File: config.mk
export PLATFORM = sky130hd
export DESIGN_NAME = bus_tmo_flat
export DESIGN_NICKNAME = d
export VERILOG_FILES = /design/src/rtl/bus_tmo_pkg.sv /design/src/rtl/bus_tmo_if.sv /design/src/rtl/tmo_cnt.sv /design/src/rtl/bus_tmo.sv /design/src/flat_wrapper.sv
export SDC_FILE = /design/constraint.sdc
export NUM_CORES = 1
export LEC_CHECK = 0
export ABC_AREA = 1
export CORE_MARGIN = 3
export CORE_UTILIZATION = 35
export CTS_CLUSTER_DIAMETER = 50
export DETAILED_ROUTE_END_ITERATION = 10
export GPL_TIMING_DRIVEN = 0
export PLACE_DENSITY = 0.81
export SETUP_SLACK_MARGIN = 0.15
export SLEW_MARGIN = 20
export SYNTH_ARGS = -nofsm -noshare
export SYNTH_HDL_FRONTEND = slang
export SYNTH_HIERARCHICAL = 1
export SYNTH_SLANG_ARGS = --single-unit
File: constraint.sdc
create_clock -name clk_i -period 2.38 [get_ports clk_i]
set_input_delay 0.357 -clock clk_i [delete_from_list [all_inputs] [get_ports clk_i]]
set_output_delay 0.357 -clock clk_i [all_outputs]
set_load 0.005 [all_outputs]
File: src/rtl/bus_tmo_pkg.sv
// Shared constants and status-word packing for the bus timeout monitor.
package bus_tmo_pkg;

    localparam logic [3:0]  TMO_REG_OFS  = 4'b1000;
    localparam int unsigned FLT_BIT      = 31;
    localparam int unsigned FWE_BIT      = 30;
    localparam int unsigned IEN_BIT      = 29;
    localparam int unsigned OVF_BIT      = 28;
    localparam int unsigned FADR_W       = 22;
    localparam int unsigned TMO_IRQ_LINE = 14;

    function automatic logic [31:0] pack_status(input logic              flt,
                                                input logic              fwe,
                                                input logic              ien,
                                                input logic              ovf,
                                                input logic [FADR_W-1:0] fadr);
        logic [31:0] word;
        word              = '0;
        word[FLT_BIT]     = flt;
        word[FWE_BIT]     = fwe;
        word[IEN_BIT]     = ien;
        word[OVF_BIT]     = ovf;
        word[FADR_W-1:0]  = fadr;
        return word;
    endfunction

endpackage

File: src/rtl/bus_tmo_if.sv
// CPU-side bus, decoder mux side and status-register port of the timeout monitor.
interface bus_tmo_if;
    import bus_tmo_pkg::*;

    logic              bus_stb;
    logic              bus_we;
    logic [FADR_W-1:0] bus_addr;
    logic              mux_ack;
    logic [31:0]       mux_din;
    logic              cpu_ack;
    logic [31:0]       cpu_din;
    logic              stb;
    logic              we;
    logic [31:0]       data_in;
    logic [31:0]       data_out;
    logic              ack;
    logic              irq;

    modport master (
        output bus_stb, bus_we, bus_addr, mux_ack, mux_din, stb, we, data_in,
        input  cpu_ack, cpu_din, data_out, ack, irq
    );

    modport slave (
        input  bus_stb, bus_we, bus_addr, mux_ack, mux_din, stb, we, data_in,
        output cpu_ack, cpu_din, data_out, ack, irq
    );

endinterface

File: src/rtl/tmo_cnt.sv
// Wait-cycle counter: clear dominates increment; tc_o flags the last allowed stall cycle.
module tmo_cnt #(
    parameter int unsigned Limit = 256
) (
    input  logic clk_i,
    input  logic rst_i,
    input  logic clr_i,
    input  logic inc_i,
    output logic tc_o
);

    localparam int unsigned Width = $clog2(Limit);

    logic [Width-1:0] cnt_d, cnt_q;

    always_comb begin
        cnt_d = cnt_q;
        if (clr_i) begin
            cnt_d = '0;
        end else if (inc_i) begin
            cnt_d = cnt_q + Width'(1);
        end
    end

    always_ff @(posedge clk_i) begin
        if (rst_i) begin
            cnt_q <= '0;
        end else begin
            cnt_q <= cnt_d;
        end
    end

    assign tc_o = (cnt_q == Width'(Limit - 1));

endmodule

File: src/rtl/bus_tmo.sv
// Bus timeout monitor: forces an ack with zero data on stalled cycles and logs the fault.
module bus_tmo
    import bus_tmo_pkg::*;
#(
    parameter int unsigned TIMEOUT = 256
) (
    input  logic       clk_i,
    input  logic       rst_i,
    bus_tmo_if.slave   bus
);

    logic              inc, tc, clr, force_ack;
    logic              wr, w1c, capture;
    logic              flt_d, flt_q;
    logic              fwe_d, fwe_q;
    logic              ien_d, ien_q;
    logic              ovf_d, ovf_q;
    logic [FADR_W-1:0] fadr_d, fadr_q;
    logic              irq_d, irq_q;
    logic              unused_data;

    assign inc       = bus.bus_stb & ~bus.mux_ack;
    assign force_ack = inc & tc & ~rst_i;
    assign clr       = ~bus.bus_stb | bus.mux_ack | force_ack;

    tmo_cnt #(
        .Limit (TIMEOUT)
    ) u_cnt (
        .clk_i (clk_i),
        .rst_i (rst_i),
        .clr_i (clr),
        .inc_i (inc),
        .tc_o  (tc)
    );

    assign bus.cpu_ack = bus.mux_ack | force_ack;
    assign bus.cpu_din = force_ack ? 32'h0 : bus.mux_din;

    assign wr      = bus.stb & bus.we;
    assign w1c     = wr & bus.data_in[FLT_BIT];
    // A W1C colliding with a new fault restarts logging from this fault.
    assign capture = force_ack & (~flt_q | w1c);

    always_comb begin
        flt_d  = flt_q;
        fwe_d  = fwe_q;
        ien_d  = ien_q;
        ovf_d  = ovf_q;
        fadr_d = fadr_q;
        if (w1c) begin
            flt_d = 1'b0;
            ovf_d = 1'b0;
        end
        if (force_ack) begin
            flt_d = 1'b1;
            if (flt_q && !w1c) begin
                ovf_d = 1'b1;
            end
        end
        if (capture) begin
            fwe_d  = bus.bus_we;
            fadr_d = bus.bus_addr;
        end
        if (wr) begin
            ien_d = bus.data_in[IEN_BIT];
        end
        irq_d = flt_d & ien_d;
    end

    always_ff @(posedge clk_i) begin
        if (rst_i) begin
            flt_q  <= 1'b0;
            fwe_q  <= 1'b0;
            ien_q  <= 1'b0;
            ovf_q  <= 1'b0;
            fadr_q <= '0;
            irq_q  <= 1'b0;
        end else begin
            flt_q  <= flt_d;
            fwe_q  <= fwe_d;
            ien_q  <= ien_d;
            ovf_q  <= ovf_d;
            fadr_q <= fadr_d;
            irq_q  <= irq_d;
        end
    end

    assign bus.ack      = bus.stb;
    assign bus.data_out = bus.stb ? pack_status(flt_q, fwe_q, ien_q, ovf_q, fadr_q) : 32'h0;
    assign bus.irq      = irq_q;

    assign unused_data = ^{bus.data_in[30], bus.data_in[28:0]};

endmodule

File: src/flat_wrapper.sv
// flat-port wrapper written by rule: the top's interface ports become plain ports
module bus_tmo_flat import bus_tmo_pkg::*;
#(
    parameter int unsigned TIMEOUT = 256
)
  (clk_i, rst_i, bus_bus_stb, bus_bus_we, bus_bus_addr, bus_mux_ack, bus_mux_din, bus_stb, bus_we, bus_data_in, bus_cpu_ack, bus_cpu_din, bus_data_out, bus_ack, bus_irq);
  bus_tmo_if bus_i ();
  input  logic clk_i;
  input  logic rst_i;
  input wire logic [$bits(bus_i.bus_stb)-1:0] bus_bus_stb;
  input wire logic [$bits(bus_i.bus_we)-1:0] bus_bus_we;
  input wire logic [$bits(bus_i.bus_addr)-1:0] bus_bus_addr;
  input wire logic [$bits(bus_i.mux_ack)-1:0] bus_mux_ack;
  input wire logic [$bits(bus_i.mux_din)-1:0] bus_mux_din;
  input wire logic [$bits(bus_i.stb)-1:0] bus_stb;
  input wire logic [$bits(bus_i.we)-1:0] bus_we;
  input wire logic [$bits(bus_i.data_in)-1:0] bus_data_in;
  output wire logic [$bits(bus_i.cpu_ack)-1:0] bus_cpu_ack;
  output wire logic [$bits(bus_i.cpu_din)-1:0] bus_cpu_din;
  output wire logic [$bits(bus_i.data_out)-1:0] bus_data_out;
  output wire logic [$bits(bus_i.ack)-1:0] bus_ack;
  output wire logic [$bits(bus_i.irq)-1:0] bus_irq;
  assign bus_i.bus_stb = bus_bus_stb;
  assign bus_i.bus_we = bus_bus_we;
  assign bus_i.bus_addr = bus_bus_addr;
  assign bus_i.mux_ack = bus_mux_ack;
  assign bus_i.mux_din = bus_mux_din;
  assign bus_i.stb = bus_stb;
  assign bus_i.we = bus_we;
  assign bus_i.data_in = bus_data_in;
  assign bus_cpu_ack = bus_i.cpu_ack;
  assign bus_cpu_din = bus_i.cpu_din;
  assign bus_data_out = bus_i.data_out;
  assign bus_ack = bus_i.ack;
  assign bus_irq = bus_i.irq;
  bus_tmo #(.TIMEOUT(TIMEOUT)) u_core (.clk_i(clk_i), .rst_i(rst_i), .bus(bus_i));
endmodule
# Word level (Yosys, flattened, before mapping)
# Cells that the tools add are included.
dict set report totals {
  register_bits 35
  inputBits 93
  output_inout_bits 67
}
dict set report op_classes {
  n_addsub 1
  n_eq_ne 1
  muxes 8
  bitwise_logic 15
  reduce_logical 3
}
# op n
set ops {}
lappend ops {{32-bit two-way mux} 2}
lappend ops {{8-bit by 1-bit adder with 8-bit output, second input constant} 1}
lappend ops {{8-bit equality test, second input constant} 1}
lappend ops {{1-bit bitwise AND} 7}
lappend ops {{1-bit two-way mux} 6}
lappend ops {{1-bit inverter} 4}
lappend ops {{1-bit OR} 4}
lappend ops {{2-bit OR reduction} 1}
lappend ops {{1-bit logical AND} 1}
lappend ops {{1-bit zero test} 1}

# Logic depth before layout (Yosys ltp)
# Gate-level depths: netlist of the first run.
dict set report depth {
  word_depth 6
  ltp_mapped 9
  depth_no_buf 8
}

# By module
# Netlist of the first run, hierarchy kept.
# module instances cells_per_inst area_per_inst_um2
set by_module_without_submodules {}
lappend by_module_without_submodules {bus_tmo 1 310 1865.5}
lappend by_module_without_submodules {tmo_cnt 1 53 380.4}

# Worst setup path before layout of the first run
# OpenSTA, ideal clock, no wires.
dict set report synth_path {
  kind {register to output}
  startpoint {register u_core.u_cnt.cnt_q[0]}
  endpoint {output bus_cpu_din[10]}
  arrival_ns 1.483
  required_ns 2.023
  slack_ns 0.540
  stages_incl_launch_ff 9
  n_path_buf 2
  cell_sequence {dfxtp_1 > ha_1 > nand4_1 > nor3_1 > nand2_4 > nor2_4 > buf_6 > buf_4 > nor2_1}
}
dict set report synth_via {
  elab_chain_len 4
}
# item line_no
set synth_lines {}
lappend synth_lines {{start: declaration} tmo_cnt.sv:14} ;# logic [Width-1:0] cnt_d, cnt_q;
lappend synth_lines {{start signal: assignment} tmo_cnt.sv:29} ;# cnt_q <= cnt_d;
lappend synth_lines {{8-bit equality test} tmo_cnt.sv:33} ;# assign tc_o = (cnt_q == Width'(Limit - 1));
lappend synth_lines {{net u_core.tc} bus_tmo.sv:12} ;# logic inc, tc, clr, force_ack;
lappend synth_lines {{1-bit bitwise AND (2 in series)} bus_tmo.sv:23} ;# assign force_ack = inc & tc & ~rst_i;
lappend synth_lines {{32-bit two-way mux} bus_tmo.sv:37} ;# assign bus.cpu_din = force_ack ? 32'h0 : bus.mux_din;
lappend synth_lines {{end: declaration} flat_wrapper.sv:19} ;# output wire logic [$bits(bus_i.cpu_din)-1:0] bus_cpu_din;
# The timed path passes the listed nets, and every way through them passes these cells.

# Final worst setup path of the first run
dict set report layout_path {
  startpoint {register u_core.u_cnt.cnt_q[0]}
  endpoint {output bus_cpu_din[6]}
}
# Same word-level chain as after synthesis.

==> impl_metrics.json, run 1 <==
{
  "grt_usage_pct": 19.08,
  "holdCritPathClass": "reg -> reg",
  "dp.cells": 565,
  "gp_congestion": 0.6950,
  "synth-main-ff-cell": "dfxtp_1",
  "skew_ps": 3.801,
  "grt_max_degree": 11,
  "yosysSeqAreaShare_pct": 31.20,
  "power.leakage_uw": 0.002007,
  "postSynthCellCount": 363,
  "setup_viol": 0,
  "synth_seq_cells": 35,
  "coreArea_sq_mm": 0.006061,
  "whs_ps": 446.3,
  "grt_antenna_before_repair": 0,
  "rsz0062_at_grt": "yes",
  "syn_area_per_cell_sq_um": 6.187,
  "antenna-diode-count": 0,
  "outcome": "finished clean",
  "slowest_delay_ps": 360,
  "cpMostUsedCell": "buf_6",
  "ant_nets": 0,
  "tightest_slew_ps": 560.0,
  "clock-sinks": 35,
  "initial_core_util_pct": 37.06,
  "clockRootBuffer": "clkbuf_8",
  "rows": 28,
  "drt-total-wl_um": 6799,
  "synth_area_leaders": "dfxtp_1, inv_1, nand2_1",
  "stdcell_count": 603,
  "finalHoldViolCount": 0,
  "critPathKind": "reg -> out",
  "cap_violations": 0,
  "slew_headroom_pct": 62.67,
  "fin_crit_sh_pct": 92.67,
  "htreeDepth": 2,
  "nets": 621,
  "worst-path-max-fanout": 6,
  "dp_hpwl_um": 4882,
  "fp.dieW_um": 86.11,
  "cp_slowest_cell": "dfxtp_2",
  "cp_data_required_time_ps": 2020,
  "start_kind": "flip-flop",
  "fin_crit_ps": 2205,
  "fmax_ghz": 0.4534,
  "cts.path.max_buffers": 2,
  "netlist_area_sq_mm": 0.002246,
  "synth_top_area_share_pct": 31.20,
  "drt_iter0_markers": 85,
  "die_area_sq_mm": 0.007414,
  "drv_slew": 0,
  "ys_types": 23,
  "cp-end-kind": "output port",
  "path_cells": "ha_4, nand4_1, nor3_4, nand2_4, nor2_4, buf_8, buf_6, buf_6, nor2_1, buf_2",
  "num_io_pins": 160,
  "vias": 2562,
  "clk_pin_slew_ps": 70,
  "io_buffers": 122,
  "first_global_vias": 2571,
  "cp_top_family": "simple AND/OR/NAND/NOR gates",
  "power_density_mw_per_mm2": 314.2,
  "wl_per_cell_um": 11.28,
  "clock_latency_ps": 280,
  "area_delta_synth_final_pct": 73.48,
  "dieHeight_um": 86.11,
  "yosysTopAreaCell": "dfxtp_1",
  "ys_async_sr_fraction_pct": 0,
  "cts_tree": "yes",
  "synth_edf_count": 0,
  "cp_num_buf_inv": 4,
  "via_per_inst": 4.249,
  "ir_worst_vdd_v": 0.0002374,
  "drive_gt1_share_pct": 27.08,
  "crit_arrival_ps": 1850,
  "cts_made_buffers": 5,
  "yosysWarnings": 6,
  "drcViolationCount": 0,
  "grt_pass1_wl_um": 11450,
  "fin_tns_setup_ps": 0,
  "grt_remaining_overflow": 0,
  "drtPass1Iterations": 4
}
## worst paths after layout
path         slack [ps]              to  cells past startpoint             startpoint
max reg2reg         200  u_core/bus.irq                     15  u_core/u_cnt/cnt_q[0]
max                 170  bus_cpu_din[6]                     10  u_core/u_cnt/cnt_q[0]
min                 450    u_core/ovf_q                      2           u_core/ovf_q
min reg2reg         450    u_core/ovf_q                      2           u_core/ovf_q
## worst min-delay path: stages (launching register included)
cell and delay (ps):
dfxtp_1 310, inv_1 50, a21oi_1 50
## flip-flops by register name (all words and copies together) (netlist names)
register / cells
u_core/bus.irq: 1
u_core/fadr_q: 22
u_core/flt_q: 1
u_core/fwe_q: 1
u_core/ien_q: 1
u_core/ovf_q: 1
u_core/u_cnt/cnt_q: 8
## per-layer routing
metal,vias up,share of wire [%],GRT usage [%]
met4,0,1.6,6.619
met1,1110,39,21.11
li1,1342,-,-
met5,-,0,0
met2,99,52,35.39
met3,11,7.5,4.323
## cell families after synthesis
logic type / count (synthesis) / share of synthesized area [%]
buffers and inverters: 117 / 24.29
DFF: 35 / 31.20
other: 1 / 0.1670
adders and majority gates: 1 / 0.5570
AOI/OAI and AO/OA: 11 / 2.451
and+or+nand+nor: 198 / 41.34
## cell usage after synthesis (4+ instances only)
| cell | number |
|---|---|
| nand3_2 | 20 |
| nand3_1 | 8 |
| dfxtp_1 | 35 |
| a21oi_1 | 7 |
| clkbuf_1 | 4 |
| o21ai_0 | 4 |
| inv_1 | 93 |
| buf_4 | 14 |
| nand2_1 | 90 |
| nor2_1 | 69 |
## cell usage in the layout, fill, tap and decap left out
cell / instances
clkdlybuf4s50_1: 89
ha_4: 1
inv_1: 92
dfxtp_1: 33
nand2_4: 2
nand2_1: 89
buf_12: 2
clkbuf_8: 5
nor2_2: 17
buf_4: 33
nor2_4: 5
nor2_1: 49
inv_2: 1
dfxtp_2: 2
nand2_2: 3
o21ai_0: 4
buf_16: 1
a21oi_1: 6
conb_1: 6
buf_2: 32
buf_6: 12
buf_8: 2
nor3_4: 1
a21oi_2: 1
inv_6: 1
clkbuf_1: 6
and2_1: 1
clkinv_2: 1
nor3_2: 1
nand3_1: 8
nand3_2: 20
nand4_1: 2
## through the flow
stage | total power [uW] | worst slack, ps | utilization, % | area [sq um]
final | 1224 | 174.5 | 64.29 | 3896
after global routing | 1287 | 51.59 | 64.29 | 3896
after CTS | 1230 | 98.08 | 62.74 | 3802
after detailed placement | 846.1 | -159.7 | 59.06 | 3580
after global placement | 842.4 | -124.8 | 59.06 | 3580
after floorplan | 669.1 | 539.7 | - | 2265
## final cells by class
| class | count | area (sq um) |
|---|---|---|
| Fill cell | 572 | 2165 |
| Timing Repair Buffer | 152 | 1340 |
| Multi-Input combinational cell | 216 | 1114 |
| Sequential cell | 35 | 703.2 |
| Inverter | 94 | 357.8 |
| Buffer | 23 | 206.4 |
| Tap cell | 75 | 93.84 |
| Clock buffer | 7 | 76.32 |
| Clock inverter | 1 | 5.005 |
## power breakdown
part / total [uW] / switching [uW] / internal (uW)
clock: 407 / 202 / 205
sequential: 589 / 1.25 / 587
combinational: 229 / 85.4 / 143
total: 1220 / 289 / 936
## timing repair
item | 4_1_cts | 5_1_grt
setup buffers | 25 | 2
gates cloned | 3 | 0
endpoints found under the setup margin | 33 | 38
pin swaps | 6 | 7
gates resized for setup | 157 | 24
hold buffers | 0 | 0
Note: power is estimated with default switching activity, not from simulation.
==> inputs of run 2 (changes only) <==
--- a/config.mk
+++ b/config.mk
@@ -7,11 +7,12 @@
 export LEC_CHECK = 0
 export ABC_AREA = 1
 export CORE_MARGIN = 3
-export CORE_UTILIZATION = 35
+export CORE_UTILIZATION = 32
 export CTS_CLUSTER_DIAMETER = 50
 export DETAILED_ROUTE_END_ITERATION = 10
+export GPL_ROUTABILITY_DRIVEN = 0
 export GPL_TIMING_DRIVEN = 0
-export PLACE_DENSITY = 0.81
+export PLACE_DENSITY = 0.78
 export SETUP_SLACK_MARGIN = 0.15
 export SLEW_MARGIN = 20
 export SYNTH_ARGS = -nofsm -noshare
==> constraint.sdc (replaced) <==
create_clock -name clk_i -period 2 [get_ports clk_i]
set_input_delay 0.3 -clock clk_i [delete_from_list [all_inputs] [get_ports clk_i]]
set_output_delay 0.3 -clock clk_i [all_outputs]
set_load 0.005 [all_outputs]
==> run 2 against run 1 <==
Against the previous run:
- global-route usage shrank 1.3 points
- worst setup slack lost 440 ps
- critical endpoint is now u_core/bus.irq
- first-iteration DRC count increased by 7.1%
- the run now ends with negative setup slack left
- final cell count up 4.3%
==> impl_metrics.json, run 2 (synthesis results as in run 1) <==
{
  "outcome": "finished, violations left",
  "violations": "negative setup slack",
  "cts_tree": "yes",
  "num_io_pins": 160,
  "die_area_sq_mm": 0.008060,
  "cts.path.max_buffers": 2,
  "multi_input_area_sq_mm": 0.001216,
  "reg.largest.list": "u_core/fadr_q: 22 flops, u_core/u_cnt/cnt_q: 8 flops",
  "fin_crit_ps": 2264,
  "first_global_vias": 2457,
  "vias": 2651,
  "largest_reg_flops": 22,
  "rsz0062_at_grt": "yes",
  "clk_pin_slew_ps": 70,
  "cp_data_required_time_ps": 2240,
  "power_density_mw_per_mm2": 367.3,
  "slew_headroom_pct": 66.64,
  "slowest_delay_ps": 360,
  "drv_slew": 0,
  "wl_per_cell_um": 12.25,
  "place_area_sq_mm": 0.003602,
  "regArea_sq_um": 703.2,
  "clock_latency_ps": 290,
  "htreeDepth": 2,
  "dp_hpwl_um": 4770,
  "power.leakage_uw": 0.002115,
  "cpMostUsedCell": "buf_6",
  "fin_crit_sh_pct": 113.2,
  "start_kind": "flip-flop",
  "post-route-util_pct": 64.43,
  "cp-end-kind": "flip-flop",
  "drcViolationCount": 0,
  "fmax_ghz": 0.4417,
  "grt_antenna_before_repair": 0,
  "worst-path-max-fanout": 2,
  "finalWorstSetupSlack_ps": -263.8,
  "tightest_slew_ps": 500.5,
  "rows": 29,
  "crit_arrival_ps": 2510,
  "fp.dieW_um": 89.78,
  "skew_ps": 8.017,
  "final_cell_mix": "inv_1, clkdlybuf4s50_1, nand2_1",
  "fillers": 557,
  "grt_usage_pct": 17.80,
  "io_buffers": 122,
  "top_register": "u_core/fadr_q",
  "final_common_cell": "inv_1",
  "grt_max_degree": 12,
  "ant_nets": 0,
  "critPathKind": "reg -> reg",
  "nets": 629,
  "dp_slack_ps": -410.3,
  "cp_slowest_cell": "dfxtp_2",
  "cap_violations": 0,
  "initial_core_util_pct": 34.20,
  "grt_remaining_overflow": 0,
  "cts_hold_buf": 0,
  "setup_viol": 36,
  "antenna-diode-count": 0,
  "finalInstanceArea_sq_mm": 0.004232,
  "drt_iter0_markers": 91,
  "holdCritPathClass": "in -> reg",
  "drt-total-wl_um": 7706,
  "path_cells": "ha_4, nand4_1, nor3_4, inv_1, nor2_2, buf_4, nand2_2, buf_6, buf_6, buf_6, buf_6, buf_6, buf_6, buf_6, nand2_2, and2_4",
  "drive_gt1_share_pct": 33.96,
  "finalHoldViolCount": 0,
  "drtPass1Iterations": 4,
  "clockRootBuffer": "clkbuf_8",
  "ir_worst_vdd_v": 0.0002545,
  "coreArea_sq_mm": 0.006568,
  "cts_made_buffers": 5,
  "grt_pass1_wl_um": 11660,
  "area_delta_synth_final_pct": 88.41,
  "clock-sinks": 35,
  "via_per_inst": 4.215,
  "dieHeight_um": 89.78
}
-- run 2: repair_timing --
action / CTS / global route
setup endpoints to repair: 43 / 71
gates resized for setup: 179 / 63
pin swaps: 7 / 12
gates cloned: 4 / 3
setup buffers: 29 / 2
-- run 2: per-layer routing --
layer / up-vias / global-route usage [%] / share of wire, %
li1: 1360 / - / -
met1: 1166 / 19.30 / 39
met2: 111 / 32.02 / 52
met3: 14 / 6.093 / 7.0
met4: 0 / 6.513 / 2.1
met5: - / 0 / 0
-- run 2: path summary, 6_finish.rpt --
| check | start | end | cells past startpoint | slack [ps] |
|---|---|---|---|---|
| hold reg to reg | u_core/u_cnt/cnt_q[4] | u_core/u_cnt/cnt_q[4] | 2 | 480 |
| hold / removal | bus_stb | u_core/ien_q | 5 | 440 |
| setup reg to reg | u_core/u_cnt/cnt_q[0] | u_core/bus.irq | 16 | -260 |
| setup / recovery | u_core/u_cnt/cnt_q[0] | u_core/bus.irq | 16 | -260 |
-- run 2: area by class of cell --
cell class | count | share of cell area, %
flip-flops and latches | 35 | 16.62
repair buffers | 160 | 35.72
multi-input cells | 216 | 28.74
clock inverters | 1 | 0.1774
well taps | 93 | 2.750
plain buffers | 23 | 5.263
clock buffers | 7 | 2.277
inverters | 94 | 8.457
-- run 2: critical path, delay by kind of cell, from the launching register on --
| kind | cells | cell delay (ps) |
|---|---|---|
| buffers and inverters | 9 | 1010 |
| and+or+nand+nor | 6 | 730 |
| DFF | 1 | 360 |
| adders and majority gates | 1 | 140 |
-- run 2: through the flow --
stage	power (uW)	std cells	hold slack (ps)	TNS, ps
2_1_floorplan	796.2	368	425.8	0
3_3_place_gp	1004	583	436.9	-12850
3_5_place_dp	1008	583	458.2	-13190
4_1_cts	1559	624	418.4	-6324
5_1_grt	1629	629	455.5	-10250
6_report	1554	629	440.0	-5644
-- run 2: power by group --
part	internal, uW	switching (uW)	leakage (uW)
clock network	313	267	0.0000505
logic	170	104	0.00178
registers	699	1.59	0.000283
==> inputs of run 3 (changes only) <==
--- a/config.mk
+++ b/config.mk
@@ -6,6 +6,7 @@
 export NUM_CORES = 1
 export LEC_CHECK = 0
 export ABC_AREA = 1
+export CORE_ASPECT_RATIO = 2
 export CORE_MARGIN = 3
 export CORE_UTILIZATION = 32
 export CTS_CLUSTER_DIAMETER = 50
==> run 3 against run 2 <==
Against the previous run:
- the run still ends with negative setup slack left
- largest power group is now clock
- global-route usage rose by 0.14 points
- combinational power barely moved
- via count fell by 0.72%
- sequential share of layout area rose by 0.43 points
- register-to-register slack improved by 250 ps
- final area fell by 2.2%
- critical endpoint is now bus_cpu_din[18]
- largest cell class unchanged
==> impl_metrics.json, run 3 (synthesis results as in run 1) <==
{
  "outcome": "finished, violations left",
  "violations": "negative setup slack",
  "finalHoldViolCount": 0,
  "drive_gt1_share_pct": 28.25,
  "met1_usage_pct": 17.91,
  "grt_pass1_wl_um": 11650,
  "antenna-diode-count": 0,
  "path_cells": "ha_4, nand4_1, nor3_4, nand2_4, nor2_4, buf_8, buf_6, buf_6, nor2_1, buf_2",
  "area_delta_synth_final_pct": 84.29,
  "drtPass1Iterations": 4,
  "num_io_pins": 160,
  "finalWorstSetupSlack_ps": -159.3,
  "first_global_vias": 2552,
  "nets": 624,
  "grtUsageMet2_pct": 33.53,
  "cts_tree": "yes",
  "drv_slew": 0,
  "rows": 42,
  "whs_ps": 443.5,
  "hold_start": "bus_stb",
  "dieHeight_um": 124.5,
  "via_per_inst": 4.252,
  "vias": 2632,
  "wl_per_cell_um": 12.11,
  "initial_core_util_pct": 33.39,
  "cp_slowest_cell": "dfxtp_4",
  "cts_made_buffers": 5,
  "final_cell_mix": "inv_1, clkdlybuf4s50_1, nand2_1",
  "critPathKind": "reg -> out",
  "io_buffers": 122,
  "crit_arrival_ps": 1860,
  "htreeDepth": 2,
  "stdcell_count": 619,
  "start_kind": "flip-flop",
  "power_density_mw_per_mm2": 450.3,
  "rsz0062_at_grt": "yes",
  "fin_crit_sh_pct": 108.0,
  "drt_iter0_markers": 108,
  "grt_max_degree": 13,
  "grt_usage_pct": 17.94,
  "clockRootBuffer": "clkbuf_16",
  "ir_worst_vdd_v": 0.0003451,
  "fmax_ghz": 0.4631,
  "die_area_sq_mm": 0.008121,
  "use_met3_pct": 4.603,
  "drcViolationCount": 0,
  "clk_pin_slew_ps": 60,
  "reg.largest.list": "u_core/fadr_q: 22 flops, u_core/u_cnt/cnt_q: 8 flops",
  "fin_tns_setup_ps": -4340,
  "worst-path-max-fanout": 5,
  "grt_remaining_overflow": 0,
  "power.total_uw": 1864,
  "slowest_delay_ps": 360,
  "fp.dieW_um": 65.24,
  "fin_crit_ps": 2159,
  "grt_antenna_before_repair": 0,
  "holdCritPathClass": "in -> reg",
  "cp_data_required_time_ps": 1700,
  "dp.cells": 578,
  "cpMostUsedCell": "buf_6",
  "cts.path.max_buffers": 2,
  "power.leakage_uw": 0.002112,
  "crit_start": "u_core/u_cnt/cnt_q[0]",
  "clock_latency_ps": 280,
  "skew_ps": 9.224,
  "fillers": 624,
  "cp-end-kind": "output port",
  "ant_nets": 0,
  "drt-total-wl_um": 7495,
  "busiest_layer": "met2",
  "final_common_cell": "inv_1",
  "clock-sinks": 35,
  "cap_violations": 0,
  "top_register": "u_core/fadr_q",
  "rr_startpoint": "u_core/u_cnt/cnt_q[0]",
  "dp_hpwl_um": 5151,
  "largest_reg_flops": 22,
  "coreArea_sq_mm": 0.006726,
  "setup_viol": 33
}
-- run 3: changes by cell type in the layout (fill, tap and decap cells not counted), moves of 3 or more --
| cell | delta |
|---|---|
| nand2_2 | -13 |
| buf_6 | -7 |
| nor2_4 | +3 |
| clkbuf_16 | +5 |
| nand2_1 | +19 |
| nand2_4 | -6 |
| buf_4 | +3 |
| clkbuf_8 | -7 |
| nor2_1 | +7 |
| nor2_2 | -10 |
-- run 3: final cells by class --
cell class              instances  area [sq um]  area share (%)
repair buffers                155          1448           34.98
multi-input cells             216          1130           27.30
flip-flops and latches         35         705.7           17.05
inverters                      94         357.8           8.646
plain buffers                  23         219.0           5.290
clock buffers                   5         125.1           3.023
well taps                      88         110.1           2.660
clock inverters                 3         43.79           1.058
-- run 3: critical path, delay by kind of cell (launching register included) --
kind                       cells  cell delay (ps)
adders and majority gates      1              130
buffers and inverters          4              470
DFF                            1              360
and+or+nand+nor                5              610
-- run 3: path summary, 6_finish.rpt --
| path | end | slack (ps) | cells after the start |
|---|---|---|---|
| setup / recovery | bus_cpu_din[18] | -160 | 10 |
| hold / removal | u_core/ien_q | 440 | 5 |
| setup reg to reg | u_core/ovf_q | -10 | 15 |
| hold reg to reg | u_core/ovf_q | 460 | 2 |
-- run 3: layer usage --
layer / wire (um) / vias up
met1: 2568 / 1149
met4: 257 / 0
li1: - / 1353
met3: 510 / 21
met2: 4159 / 109
met5: 0 / -
-- run 3: repair_timing --
action	CTS	global route
cloned	2	3
pin swaps	15	12
endpoints found under the hold margin	0	0
setup endpoints to repair	43	74
hold buffers	0	0
setup buffers	23	5
resized for setup	152	48
-- run 3: power breakdown --
group	internal, uW	total [uW]	switching [uW]
clock	587	892	304
sequential	698	700	1.47
combinational	168	272	104
-- run 3: metrics by stage --
| step | cell area, sq um | util (%) | worst slack [ps] |
|---|---|---|---|
| finish | 4139 | 61.53 | -159.3 |
| global route | 4139 | 61.53 | -257.9 |
| CTS | 3880 | 57.68 | -216.1 |
| detailed placement | 3596 | 53.46 | -412.3 |
| global placement | 3596 | 53.46 | -380.3 |
| floorplan | 2265 | - | 216.7 |
